File: config.mk
export PLATFORM = sky130hd
export DESIGN_NAME = openila_capture_ctrl
export DESIGN_NICKNAME = d
export VERILOG_FILES = /design/src/rtl/openila_capture_ctrl.sv
export SDC_FILE = /design/constraint.sdc
export NUM_CORES = 1
export LEC_CHECK = 0
export CAP_MARGIN = 20
export CELL_PAD_IN_SITES_DETAIL_PLACEMENT = 1
export CELL_PAD_IN_SITES_GLOBAL_PLACEMENT = 2
export CORE_ASPECT_RATIO = 1.2
export CORE_MARGIN = 2
export CORE_UTILIZATION = 31
export DETAILED_ROUTE_END_ITERATION = 8
export GPL_TIMING_DRIVEN = 0
export PLACE_DENSITY_LB_ADDON = 0.1
export SYNTH_ARGS = -nofsm -noshare
export SYNTH_HDL_FRONTEND = slang
export SYNTH_SLANG_ARGS = --single-unit
File: constraint.sdc
create_clock -name clk -period 3.28 [get_ports clk]
set_input_delay 0.82 -clock clk [delete_from_list [all_inputs] [get_ports clk]]
set_output_delay 0.82 -clock clk [all_outputs]
set_load 0.03 [all_outputs]
File: src/rtl/openila_capture_ctrl.sv
// openila_capture_ctrl: capture sequencer between the sample compressor and
// the circular sample RAM. Gates raw samples into the compressor, detects
// the trigger on raw samples, writes compressed words into the ring and
// stops after the programmed number of post-trigger words. Also exposes the
// pointers the readout logic needs to unroll the ring.
module openila_capture_ctrl #(
  parameter int W_SAMPLE = 8,
  parameter int W_MEM    = 9,
  parameter int W_ADDR   = 10
) (
  input  logic                clk,
  input  logic                rst_n,
  input  logic                arm,
  input  logic                abort,
  input  logic [W_ADDR-1:0]   post_count,
  input  logic [W_SAMPLE-1:0] trig_mask,
  input  logic [W_SAMPLE-1:0] trig_value,
  input  logic [W_SAMPLE-1:0] din,
  input  logic                din_valid,
  output logic                comp_clear,
  output logic                comp_din_valid,
  input  logic [W_MEM-1:0]    comp_dout,
  input  logic                comp_dout_valid,
  output logic                ram_wen,
  output logic [W_ADDR-1:0]   ram_waddr,
  output logic [W_MEM-1:0]    ram_wdata,
  output logic                armed,
  output logic                triggered,
  output logic                done,
  output logic                wrapped,
  output logic [W_ADDR-1:0]   trig_addr,
  output logic [W_ADDR-1:0]   start_addr,
  output logic [W_ADDR-1:0]   end_addr
);

  typedef enum logic [1:0] {
    S_IDLE     = 2'd0,
    S_PRETRIG  = 2'd1,
    S_POSTTRIG = 2'd2,
    S_DONE     = 2'd3
  } state_t;

  localparam logic [W_ADDR-1:0] ADDR_ONE = W_ADDR'(1);
  localparam logic [W_ADDR-1:0] ADDR_MAX = '1;

  state_t                state_q, state_d;
  logic [W_ADDR-1:0]     post_count_q, post_count_d;
  logic [W_SAMPLE-1:0]   trig_mask_q, trig_mask_d;
  logic [W_SAMPLE-1:0]   trig_value_q, trig_value_d;
  logic [W_ADDR-1:0]     wptr_q, wptr_d;
  logic [W_ADDR-1:0]     remaining_q, remaining_d;
  logic [W_ADDR-1:0]     trig_addr_q, trig_addr_d;
  logic                  wrapped_q, wrapped_d;
  logic                  triggered_q, triggered_d;
  logic                  comp_clear_q;
  logic                  armed_q;
  logic                  done_q;
  logic [W_ADDR-1:0]     start_addr_q;
  logic                  ram_wen_q;
  logic [W_ADDR-1:0]     ram_waddr_q;
  logic [W_MEM-1:0]      ram_wdata_q;

  logic                  capturing;
  logic                  trig_hit;
  logic                  arm_ok;
  logic                  pc_zero;
  logic                  wr_en;

  // Decode of the current cycle: trigger match, arm acceptance, word write.
  // Abort suppresses any write on its own cycle; a zero post-count trigger
  // drops the word that arrives with it.
  always_comb begin
    capturing = (state_q == S_PRETRIG) || (state_q == S_POSTTRIG);
    trig_hit  = (state_q == S_PRETRIG) && din_valid &&
                (((din ^ trig_value_q) & trig_mask_q) == '0);
    arm_ok    = arm && !abort && ((state_q == S_IDLE) || (state_q == S_DONE));
    pc_zero   = (post_count_q == '0);
    wr_en     = capturing && comp_dout_valid && !abort && !(trig_hit && pc_zero);
  end

  // Next-state logic for the sequencer, pointers and trigger bookkeeping.
  always_comb begin
    state_d      = state_q;
    post_count_d = post_count_q;
    trig_mask_d  = trig_mask_q;
    trig_value_d = trig_value_q;
    wptr_d       = wptr_q;
    remaining_d  = remaining_q;
    trig_addr_d  = trig_addr_q;
    wrapped_d    = wrapped_q;
    triggered_d  = triggered_q;

    case (state_q)
      S_IDLE, S_DONE: begin
        if (arm_ok) begin
          state_d      = S_PRETRIG;
          post_count_d = post_count;
          trig_mask_d  = trig_mask;
          trig_value_d = trig_value;
          wptr_d       = '0;
          wrapped_d    = 1'b0;
          triggered_d  = 1'b0;
        end
      end
      S_PRETRIG: begin
        if (trig_hit) begin
          triggered_d = 1'b1;
          trig_addr_d = wptr_q;
          if (pc_zero) begin
            state_d = S_DONE;
          end else if (wr_en) begin
            // The word arriving with the trigger is post-trigger word 1.
            remaining_d = post_count_q - ADDR_ONE;
            state_d     = (post_count_q == ADDR_ONE) ? S_DONE : S_POSTTRIG;
          end else begin
            remaining_d = post_count_q;
            state_d     = S_POSTTRIG;
          end
        end
      end
      S_POSTTRIG: begin
        if (wr_en) begin
          remaining_d = remaining_q - ADDR_ONE;
          if (remaining_q == ADDR_ONE) begin
            state_d = S_DONE;
          end
        end
      end
      default: begin
        state_d = S_IDLE;
      end
    endcase

    // Ring pointer advance; the wrap back to zero marks old data overwritten.
    if (wr_en) begin
      wptr_d = wptr_q + ADDR_ONE;
      if (wptr_q == ADDR_MAX) begin
        wrapped_d = 1'b1;
      end
    end

    // Abort wins over everything else but leaves pointers for readback.
    if (abort) begin
      state_d = S_IDLE;
    end
  end

  // State, pointer and registered-output update; reset drops in-flight writes.
  always_ff @(posedge clk or negedge rst_n) begin
    if (!rst_n) begin
      state_q      <= S_IDLE;
      post_count_q <= '0;
      trig_mask_q  <= '0;
      trig_value_q <= '0;
      wptr_q       <= '0;
      remaining_q  <= '0;
      trig_addr_q  <= '0;
      wrapped_q    <= 1'b0;
      triggered_q  <= 1'b0;
      comp_clear_q <= 1'b0;
      armed_q      <= 1'b0;
      done_q       <= 1'b0;
      start_addr_q <= '0;
      ram_wen_q    <= 1'b0;
      ram_waddr_q  <= '0;
      ram_wdata_q  <= '0;
    end else begin
      state_q      <= state_d;
      post_count_q <= post_count_d;
      trig_mask_q  <= trig_mask_d;
      trig_value_q <= trig_value_d;
      wptr_q       <= wptr_d;
      remaining_q  <= remaining_d;
      trig_addr_q  <= trig_addr_d;
      wrapped_q    <= wrapped_d;
      triggered_q  <= triggered_d;
      comp_clear_q <= arm_ok;
      armed_q      <= (state_d == S_PRETRIG);
      done_q       <= (state_d == S_DONE);
      start_addr_q <= wrapped_d ? wptr_d : '0;
      ram_wen_q    <= wr_en;
      if (wr_en) begin
        ram_waddr_q <= wptr_q;
        ram_wdata_q <= comp_dout;
      end
    end
  end

  assign comp_din_valid = din_valid && capturing;
  assign comp_clear     = comp_clear_q;
  assign ram_wen        = ram_wen_q;
  assign ram_waddr      = ram_waddr_q;
  assign ram_wdata      = ram_wdata_q;
  assign armed          = armed_q;
  assign triggered      = triggered_q;
  assign done           = done_q;
  assign wrapped        = wrapped_q;
  assign trig_addr      = trig_addr_q;
  assign start_addr     = start_addr_q;
  assign end_addr       = wptr_q;

endmodule
# Word-level counts from Yosys, hierarchy flattened
# Cells that the tools add are included.
[op_classes]
bitwise_logic = 2
muxes = 25
add_sub_neg = 3
eq_ne = 12
n_reduce_logical = 23
[op_table]
columns = ["cell", "n"]
rows = [
  ["10-bit 2-to-1 mux", 8],
  ["10-bit by 1-bit equality test with 1-bit output (second input constant)", 2],
  ["10-bit one-hot mux with 2 select lines", 1],
  ["10-bit by 1-bit subtractor with 10-bit output (second input constant)", 2],
  ["10-bit by 1-bit adder with 10-bit output (second input constant)", 1],
  ["10-bit equality test (second input constant)", 1],
  ["10-bit logical NOT", 1],
  ["2-bit 2-to-1 mux", 5],
  ["1-bit logical AND", 9],
  ["1-bit 2-to-1 mux", 9],
  ["8-bit bitwise AND", 1],
  ["8-bit logical NOT", 1],
  ["2-bit != test (second input constant)", 4],
  ["8-bit XOR", 1],
  ["2-bit equality test (second input constant)", 3],
  ["2-bit one-hot mux with 3 select lines", 1],
  ["2-bit by 1-bit equality test with 1-bit output (second input constant)", 2],
  ["2-bit AND reduction", 2],
  ["4-bit AND reduction", 1],
  ["2-bit nonzero test", 2],
  ["3-bit AND reduction", 1],
  ["1-bit logical NOT", 2],
  ["2-bit logical NOT", 1],
  ["1-bit logical OR", 2],
  ["other kinds (2)", 2],
]
[totals]
reg_bits = 93
wordCells = 81
out_inout_bits = 56

# Longest topological paths before layout
# Gate-level depths: netlist of the first run.
[depth]
ltp_word = 13
mapped_depth = 10
depth_no_buf = 8

# Least setup slack after synthesis of the first run
# No wires, ideal clock.
[synth_path]
path_type = "input to register"
start = "input port din[4]"
end = "register remaining_q[4]"
path_stages = 6
slack_ps = 597
path_buffers = 0
arrival_ps = 2560
t_required_ps = 3157
setup_ps = 123
cell_sequence = "xor2_1 -> a222oi_1 -> nand2_1 -> nor2_1 -> mux2_2 -> o221a_2"
[synth_between]
elab_chain_len = 11
[synth_lines]
columns = ["item", "line", "text"]
rows = [
  ["start: declaration", "18", "input logic [W_SAMPLE-1:0] din,"],
  ["8-bit XOR (*)", "75", "(((din ^ trig_value_q) & trig_mask_q) == '0);"],
  ["8-bit bitwise AND (*)", "75", ""],
  ["8-bit logical NOT (*)", "75", ""],
  ["1-bit logical AND (*)", "74", "trig_hit = (state_q == S_PRETRIG) && din_valid &&"],
  ["1-bit logical AND", "78", "wr_en = capturing && comp_dout_valid && !abort && !(trig_hit && pc_zero);"],
  ["1-bit logical NOT", "78", ""],
  ["1-bit logical AND", "78", ""],
  ["10-bit 2-to-1 mux", "111", "end else if (wr_en) begin"],
  ["10-bit 2-to-1 mux", "109", "if (pc_zero) begin"],
  ["10-bit 2-to-1 mux", "106", "if (trig_hit) begin"],
  ["10-bit one-hot mux with 2 select lines", "93", "case (state_q)"],
  ["end signal: assignment", "173", "remaining_q <= remaining_d;"],
  ["end: declaration", "51", "logic [W_ADDR-1:0] remaining_q, remaining_d;"],
]
# Every way passes the cells marked *; elsewhere a longest branch is shown, timed or not. The select of a mux whose other input is x is not followed.
# A chain may end at the register's enable or synchronous reset.

# Worst setup path after layout of the first run
[layout_path]
start = "input port din[3]"
end = "register remaining_q[4]"
# Same word-level chain as after synthesis.

==> impl_metrics.csv, run 1 <==
group,metric,value,unit
synthesis,yosysTopAreaCell,"dfrtp_1",
synthesis,seq_area_frac_synth,50.93,%
synthesis,synth_seq_cells,93,
timing,drv_slew,0,
clocking,root_buffer,"clkbuf_16",
setup_path,rr_endpoint,"remaining_q[7]",
floorplanning,io_pins,105,
final_layout,diodes,0,
detailed_routing,vias,3892,
power_and_ir_drop,power_density,591.5,nW/um2
synthesis,netlist.area_leader.share,50.93,%
grt,met2_usage,31.13,%
synthesis,netlist-cell-type-count,62,
clocking,cts_tree,"built",
detailed_routing,first_iter_violations,148,
final_layout,area_growth,35.73,%
floorplanning,start_util,31.70,%
power_and_ir_drop,p_switching,0.001191,W
clocking,cts_buffer_depth,2,
detailed_routing,drt_wl_total,13710,um
place,postPlaceCellArea,5854,um2
place,place_ws,-0.3638,ns
synthesis,synth_edf_count,0,
timing,fin_skew,0.007854,ns
run_status,outcome,"completed",
final_layout,final_area,6202,um2
clocking,cts_made_buffers,9,
grt,grt_overflow,0,
synthesis,synthesis.instances,457,
floorplanning,die_w,114.8,um
floorplanning,rows,48,
grt,grt_pass1_wl,22110,um
setup_path,cp-start-kind,"input port",
setup_path,slowest_delay,0.46,ns
grt,grtUsageMet3,4.207,%
timing,worst_pin_slew,0.7213,ns
synthesis,synth_common_cells,"101 x nand2_1, 93 x dfrtp_1, 30 x mux2_2",
power_and_ir_drop,ir_drop,0.3734,mV
setup_path,criticalPathCategory,"input port to flop",
place,hpwl,10180,um
grt,antenna_found_initial,0,
synthesis,syn_area,4569,um2
power_and_ir_drop,p_sw_share,32.45,%
place,gp_congestion,0.7855,
clocking,clk_latency,0.34,ns
power_and_ir_drop,comb_power_share,26.4,%
timing,slew_headroom,51.91,%
power_and_ir_drop,intPower,0.002478,W
timing,post-route-worst-setup-slack,0.2704,ns
detailed_routing,drc,0,
setup_path,r2r_slack,0.30,ns
synthesis,yosysMostFrequentCell,"nand2_1",
timing,layout_min_cycle_time,3.010,ns
timing,fin_crit_sh,91.75,%
setup_path,reg2reg_depth,9,
setup_path,cp_data_arrival_time,3.24,ns
detailed_routing,routed_via_density,5.155,
setup_path,critPathRequiredTime,3.51,ns
power_and_ir_drop,clkPwrFrac,32.1,%
grt,grt_max_degree,58,
detailed_routing,dr.pass1.iters,4,
synthesis,ys_async_sr_fraction,100.0,%
timing,setup_violations,0,
detailed_routing,postRouteAntennaNets,0,
grt,grt.busiest_layer,"met2",
timing,max_freq,332.3,MHz
setup_path,end_kind,"flop",
clocking,htreeDepth,3,
synthesis,synthFlopType,"dfrtp_1",
synthesis,synth.avg_cell_area,9.999,um2
timing,hold_violations,0,
place,io_buffers,104,
grt,grtUsageTotal,18.26,%
worst_hold_path,hold_class,"input port to async pin",
grt,grt_pass1_vias,4212,
power_and_ir_drop,p_leak,2.752,nW
setup_path,cpMaxStageDelayCell,"nor2_1",
synthesis,syn_nets,515,
floorplanning,die_area,15730,um2
synthesis,synth.top_cells.by_area,"dfrtp_1 51%, nand2_1 8.3%, mux2_2 7.4%, xor2_1 2.5%, ha_1 2.5%",
setup_path,crit_chain,"clkdlybuf4s50_1 -> xor2_1 -> a22oi_1 -> nand3_1 -> nor2_1 -> mux2_2 -> o221a_2",
synthesis,ys_warn_count,0,
clocking,path_clk_slew,0.07,ns
power_and_ir_drop,seqPwrFrac,41.5,%
clocking,ctsResizeCount,0,
grt,met1_usage,22.89,%
setup_path,crit_end,"remaining_q[4]",
final_layout,drive_above_1_share,12.24,%
setup_path,startpoint,"din[3]",
setup_path,critPathMaxFanout,7,
timing,grt_setup_unrepaired,"false",
clocking,cts_num_sinks,93,
job,drv_cap,0,
detailed_routing,wl_per_cell,18.16,um
floorplanning,core_area,14410,um2
setup_path,r2r_start,"state_q[0]",
final_layout,nNetsFinal,633,
floorplanning,die_y,137.0,um
## final cells by class
| cell class | count | area [um2] |
|---|---|---|
| repair buffers | 107 | 1081 |
| inverters | 17 | 63.81 |
| clock inverters | 6 | 93.84 |
| multi-input cells | 325 | 2067 |
| fillers | 1622 | 8212 |
| flip-flops and latches | 93 | 2327 |
| plain buffers | 22 | 111.4 |
| well taps | 175 | 219.0 |
| clock buffers | 10 | 239.0 |
## cell usage in the layout (no fill, tap or decap), types with 4 or more instances in the layout
cell,netlist,layout
clkdlybuf4s50_1,0,103
nand2_1,101,101
dfrtp_1,93,93
mux2_2,30,30
a21oi_1,20,20
nand3_1,20,20
inv_1,17,17
nor2_1,16,16
clkbuf_1,13,13
xor2_1,13,13
o21ai_0,12,12
nor3_1,10,10
ha_1,9,9
clkbuf_16,0,9
nand4_1,6,6
or4_1,6,6
o31ai_1,6,6
mux2i_1,4,4
buf_4,1,4
o211ai_1,4,4
a22o_1,4,4
## how the worst min path moves through the flow
stage | startpoint | end | cells past startpoint
detailed placement | trig_mask_q[3] | trig_mask_q[3] | 2
global placement | trig_mask_q[6] | trig_mask_q[6] | 2
CTS | rst_n | remaining_q[4] | 1
global route | rst_n | remaining_q[4] | 1
finish | rst_n | remaining_q[4] | 1
floorplan | trig_mask_q[0] | trig_mask_q[0] | 2
## worst max-delay path: cells and delay by family
kind / cells / cell delay (ns)
xor+xnor: 1 / 0.15
mux: 1 / 0.39
simple gates: 2 / 0.84
compound gates: 2 / 0.61
buf+inv: 1 / 0.43
## what timing repair did
action,4_1_cts,5_1_grt
endpoints found under the setup margin,0,1
hold buffers,0,0
setup buffers,0,2
## power groups by stage
stage          clock (W)  sequential, W  combinational (W)
2_1_floorplan          0        0.00164           0.000441
3_3_place_gp           0        0.00153           0.000946
3_5_place_dp           0        0.00155           0.000961
4_1_cts          0.00122        0.00153           0.000970
5_1_grt          0.00127        0.00156            0.00107
6_report         0.00118        0.00152           0.000968
## metrics by stage
stage               util (%)  hold WS [ns]  TNS, ns  cells  total power (W)
global placement       40.44        0.4629  -222.61    736         0.002481
detailed placement     40.62        0.4697   -5.654    737         0.002507
global route           43.03        0.4824        0    755         0.003892
CTS                    42.93        0.4631        0    753         0.003712
finish                 43.03        0.4530        0    755         0.003669
floorplan                  -        0.4460        0    457         0.002086
## flip-flops by register name, summed over array words and instances, names as in the netlist
signal,count
armed,1
comp_clear,1
done,1
end_addr,10
post_count_q,10
ram_waddr,10
ram_wdata,9
ram_wen,1
remaining_q,10
start_addr,10
state_q,2
trig_addr,10
trig_mask_q,8
trig_value_q,8
triggered,1
wrapped,1
## cell families (layout without fill, tap and decap cells)
logic type                 Yosys count  after routing  synth area share [%]
and+or+nand+nor                    192            192                 20.18
DFF                                 93             93                 50.93
AOI/OAI and AO/OA                   74             74                 11.25
buffers and inverters               39            162                 3.834
muxes                               34             34                 8.269
xor gates and xnor gates            16             16                 3.067
adders and majority gates            9              9                 2.464
## layer usage
| metal | vias up | share of wire (%) |
|---|---|---|
| met5 | - | 0 |
| met1 | 1948 | 43 |
| met4 | 0 | 1.4 |
| met2 | 82 | 51 |
| li1 | 1850 | - |
| met3 | 12 | 5.1 |
No activity file was read; power rests on OpenSTA's default activity.
==> run 2: changes to the inputs <==
--- a/config.mk
+++ b/config.mk
@@ -11,9 +11,11 @@
 export CORE_ASPECT_RATIO = 1.2
 export CORE_MARGIN = 2
 export CORE_UTILIZATION = 31
+export CTS_CLUSTER_SIZE = 30
 export DETAILED_ROUTE_END_ITERATION = 8
 export GPL_TIMING_DRIVEN = 0
 export PLACE_DENSITY_LB_ADDON = 0.1
+export SKIP_CTS_REPAIR_TIMING = 1
 export SYNTH_ARGS = -nofsm -noshare
 export SYNTH_HDL_FRONTEND = slang
 export SYNTH_SLANG_ARGS = --single-unit
==> results of run 2 <==
No change in the layout: final DEF, timing and power equal those of run 1.
==> run 3: changes to the inputs <==
--- a/config.mk
+++ b/config.mk
@@ -5,7 +5,7 @@
 export SDC_FILE = /design/constraint.sdc
 export NUM_CORES = 1
 export LEC_CHECK = 0
-export CAP_MARGIN = 20
+export CAP_MARGIN = 10
 export CELL_PAD_IN_SITES_DETAIL_PLACEMENT = 1
 export CELL_PAD_IN_SITES_GLOBAL_PLACEMENT = 2
 export CORE_ASPECT_RATIO = 1.2
==> impl_metrics.csv, run 3 (same netlist as run 1, synthesis figures left out) <==
group,metric,value,unit
job,drv_cap,0,
grt,grt_max_degree,58,
final_layout,final_cell_mix,"103 x clkdlybuf4s50_1, 101 x nand2_1, 93 x dfrtp_1, 30 x mux2_2",
grt,grt_pass1_vias,4212,
power_and_ir_drop,power_density,591.5,nW/um2
detailed_routing,wl_per_cell,18.16,um
place,postPlaceCellArea,5854,um2
clocking,cts_tree,"built",
setup_path,cp_data_arrival_time,3.24,ns
detailed_routing,first_iter_violations,148,
setup_path,cp-start-kind,"input port",
clocking,htreeDepth,3,
place,dp.cells,737,
detailed_routing,drc,0,
worst_hold_path,hold_class,"input port to async pin",
grt,grtUsageTotal,18.26,%
clocking,path_clk_slew,0.07,ns
detailed_routing,vias,3892,
grt,antenna_found_initial,0,
run_status,outcome,"completed",
timing,whs,0.4530,ns
clocking,clk_latency,0.34,ns
clocking,cts_made_buffers,9,
grt,grt_pass1_wl,22110,um
power_and_ir_drop,p_leak,2.752,nW
timing,hold_violations,0,
floorplanning,die_y,137.0,um
floorplanning,die_area,15730,um2
timing,layout_min_cycle_time,3.010,ns
final_layout,nNetsFinal,633,
setup_path,critPathRequiredTime,3.51,ns
timing,setup_violations,0,
floorplanning,core_area,14410,um2
timing,drv_slew,0,
clocking,root_buffer,"clkbuf_16",
detailed_routing,drt_wl_total,13710,um
setup_path,critPathMaxFanout,7,
power_and_ir_drop,ir_drop,0.3734,mV
timing,fin_crit_sh,91.75,%
setup_path,criticalPathCategory,"input port to flop",
place,io_buffers,104,
grt,grt_overflow,0,
setup_path,end_kind,"flop",
clocking,cts_num_sinks,93,
floorplanning,start_util,31.70,%
timing,fin_skew,0.007854,ns
setup_path,reg2reg_depth,9,
timing,grt_setup_unrepaired,"false",
final_layout,area_growth,35.73,%
final_layout,final_area,6202,um2
place,gp_congestion,0.7855,
floorplanning,io_pins,105,
detailed_routing,postRouteAntennaNets,0,
clocking,cts_buffer_depth,2,
final_layout,layout_commonest_cell,"clkdlybuf4s50_1",
final_layout,diodes,0,
detailed_routing,dr.pass1.iters,4,
final_layout,drive_above_1_share,12.24,%
floorplanning,die_w,114.8,um
final_layout,final_cells,755,
place,hpwl,10180,um
floorplanning,rows,48,
timing,slew_headroom,51.91,%
timing,max_freq,332.3,MHz
detailed_routing,routed_via_density,5.155,
timing,worst_pin_slew,0.7213,ns
==> run 3: final cells by class <==
type / instances / area (um2)
Fill cell: 1622 / 8212
Tap cell: 175 / 219.0
Clock inverter: 6 / 93.84
Multi-Input combinational cell: 325 / 2067
Clock buffer: 10 / 239.0
Inverter: 17 / 63.81
Sequential cell: 93 / 2327
Buffer: 22 / 111.4
Timing Repair Buffer: 107 / 1081
==> run 3: metal layers <==
layer | track usage (%) | vias up | part of all wire (%)
li1 | - | 1850 | -
met1 | 22.89 | 1948 | 43
met2 | 31.13 | 82 | 51
met3 | 4.207 | 12 | 5.1
met4 | 5.890 | 0 | 1.4
met5 | 0 | - | 0
==> run 3: worst paths after layout <==
path	startpoint	endpoint	slack, ns
worst min-delay path	rst_n	remaining_q[4]	0.45
worst max-delay path	din[3]	remaining_q[4]	0.27
worst max register to register	state_q[0]	remaining_q[7]	0.30
worst min register to register	trig_mask_q[3]	trig_mask_q[3]	0.48
min in group clk	trig_mask_q[3]	trig_mask_q[3]	0.48
max in group asynchronous	rst_n	end_addr[4]	2.15
==> run 3: where the power goes <==
group / switching [W] / internal, W / leakage [nW]
Clock: 0.000479 / 0.000698 / 0.165
Sequential: 0.000180 / 0.00134 / 1.21
Combinational: 0.000532 / 0.000436 / 1.37
Total: 0.00119 / 0.00248 / 2.75
==> run 3: per-stage QoR <==
step	utilization [%]	setup slack, ns	setup TNS [ns]	total power (W)
6_report	43.03	0.2704	0	0.003669
3_5_place_dp	40.62	-0.3638	-5.654	0.002507
5_1_grt	43.03	0.1123	0	0.003892
3_3_place_gp	40.44	-2.359	-222.61	0.002481
4_1_cts	42.93	0.003494	0	0.003712
2_1_floorplan	-	0.5969	0	0.002086
==> run 3: worst max-delay path, cell delays in order <==
cell,delay (ns)
clkdlybuf4s50_1,0.43
xor2_1,0.15
a22oi_1,0.34
nand3_1,0.38
nor2_1,0.46
mux2_2,0.39
o221a_2,0.27
==> edit, RTL diff (config.mk and constraints of run 3) <==
The 4 states of `state_t` get a one-hot encoding in 4 bits.
--- a/src/rtl/openila_capture_ctrl.sv
+++ b/src/rtl/openila_capture_ctrl.sv
@@ -35,7 +35,7 @@
 
-  typedef enum logic [1:0] {
-    S_IDLE     = 2'd0,
-    S_PRETRIG  = 2'd1,
-    S_POSTTRIG = 2'd2,
-    S_DONE     = 2'd3
+  typedef enum logic [3:0] {
+    S_IDLE     = 4'b0001,
+    S_PRETRIG  = 4'b0010,
+    S_POSTTRIG = 4'b0100,
+    S_DONE     = 4'b1000
   } state_t;
Behaviour: no difference found for any inputs over 4 cycles, from zero or initial values and one cycle with rst_n low; so few cycles prove little.
==> edit against run 3 <==
- worst setup slack better by 0.12 ns
- maximum frequency up 4.0%
- total power down 15%
- routed wire length up 1.5%
- synthesized area up 1.2%
- sequential cell count up 2
- die area up 1.2%
- cell count up 7.2%
- largest cell class unchanged
- final area up 0.95%
- synthesized cell count up 7.2%
==> edit: results (changes against run 3) <==
* Cells on worst reg2reg path at 10 (+1)
* Via count at 3,957 (+1.7%)
* Synth cell count leaders: nand2_1 (158), dfrtp_1 (94), nor2_1 (24)
* Max FO, Critical Path at 10 (+3)
* Syn Nets at 545 (+5.8%)
* Distinct cell type count after synthesis at 61 (-1.6%)
* Syn Area/Cell at 9.44 sq um (-5.6%)
* Critical Path AT at 3.12 ns (-0.12 ns)
* Hpwl dp at 10.3 mm (+1.2%)
* Area contributors post-synth: dfrtp_1 (51%), nand2_1 (13%), mux2_2 (2.9%), xor2_1 (2.3%), nor2_1 (1.9%)
* FF-to-FF Start: state_q[0]
* GRT Overall Usage at 18.8% (+0.55 points)
* Initial drt markers at 97 (-34%)
* Status: completed
* Leak pwr at 0.00280 uW (+1.7%)
* Sequential share of the synthesized area at 51.4% (+0.49 points)
* M1 wire length at 5.84 mm (about the same)
* Vias in the first global route at 4,403 (+4.5%)
* Actual slew at the worst max-slew pin at 0.675 ns (-0.0465 ns)
* Largest net degree at the start of global routing at 61 (+5.2%)
* DR WL met2 at 7.31 mm (+4.8%)
* Metal3 WL at 562 um (-20%)
* FF-to-FF setup slack at 0.55 ns (+0.25 ns)
* Vias per inst at 4.89 (-5.1%)
* VDD IR max at 0.000247 V (-34%)
* Layout Nets at 660 (+4.3%)
* Clock Skews at 0.00617 ns (-0.00169 ns)
* Layout cell share with drive strength beyond 1 at 9.36% (-2.9 points)
edit: changes by cell type after synthesis, sizes merged, moves of 4 or more:
cell,delta
nand2,+56
nor2,+7
o311ai,-4
a31oi,+9
nand3,-7
o21ai,+6
inv,-8
a21oi,-4
xnor2,+5
mux2,-18
edit: cells by family (layout without fill, tap and decap cells):
family	after synthesis	in the layout	synth area share [%]
and+or+nand+nor	246	246	24.2
AOI/OAI and AO/OA	77	77	12.1
DFF	95	95	51.4
buffers and inverters	32	151	3.54
adders and majority gates	6	6	1.62
xor gates and xnor gates	20	20	3.79
muxes	14	14	3.35
edit: through the flow:
stage	area [sq um]	worst slack (ns)	hold WS (ns)	power (uW)	utilization [%]
after detailed placement	5940	0.00232	0.469	1980	41.1
after CTS	6260	-0.278	0.455	3160	43.3
final	6260	0.386	0.441	3110	43.3
after global routing	6260	0.161	0.473	3260	43.3
after global placement	5920	-2.47	0.460	1950	40.9
after floorplan	4630	0.747	0.466	1740	-
edit: critical path: stages:
cell             delay, ns
clkdlybuf4s50_1       0.42
xor2_1                0.18
a222oi_1              0.46
nand4_2               0.26
o21ai_2               0.27
buf_4                 0.23
buf_6                 0.17
nor3_1                0.07
a31oi_1               0.15
o31ai_1               0.09
edit: worst max path at each step:
stage / from / to
after global routing: din[1] / start_addr[7]
after detailed placement: din[1] / start_addr[7]
final: din[1] / start_addr[7]
after global placement: rst_n / ram_wdata[8]
after CTS: state_q[0] / comp_din_valid
after floorplan: state_q[0] / comp_din_valid
edit: final cells by class:
cell class	count	area (sq um)
inverter	9	33.8
clock inverter	5	81.3
sequential	95	2380
timing repair buffer	105	1070
multi-input combinational	363	2080
buffer	22	126
clock buffer	10	239
tap	200	250
fill	1650	8210
edit: per-layer routing:
layer / up-vias / global-route usage [%]
li1: 1902 / -
met3: 12 / 4.14
met1: 1970 / 22.4
met4: 0 / 6.36
met2: 73 / 33.4
met5: - / 0
edit: power by group:
part | total [uW] | switching (uW) | internal (uW)
Sequential | 1410 | 122 | 1290
Combinational | 534 | 295 | 240
Clock | 1160 | 475 | 687
Total | 3110 | 891 | 2220
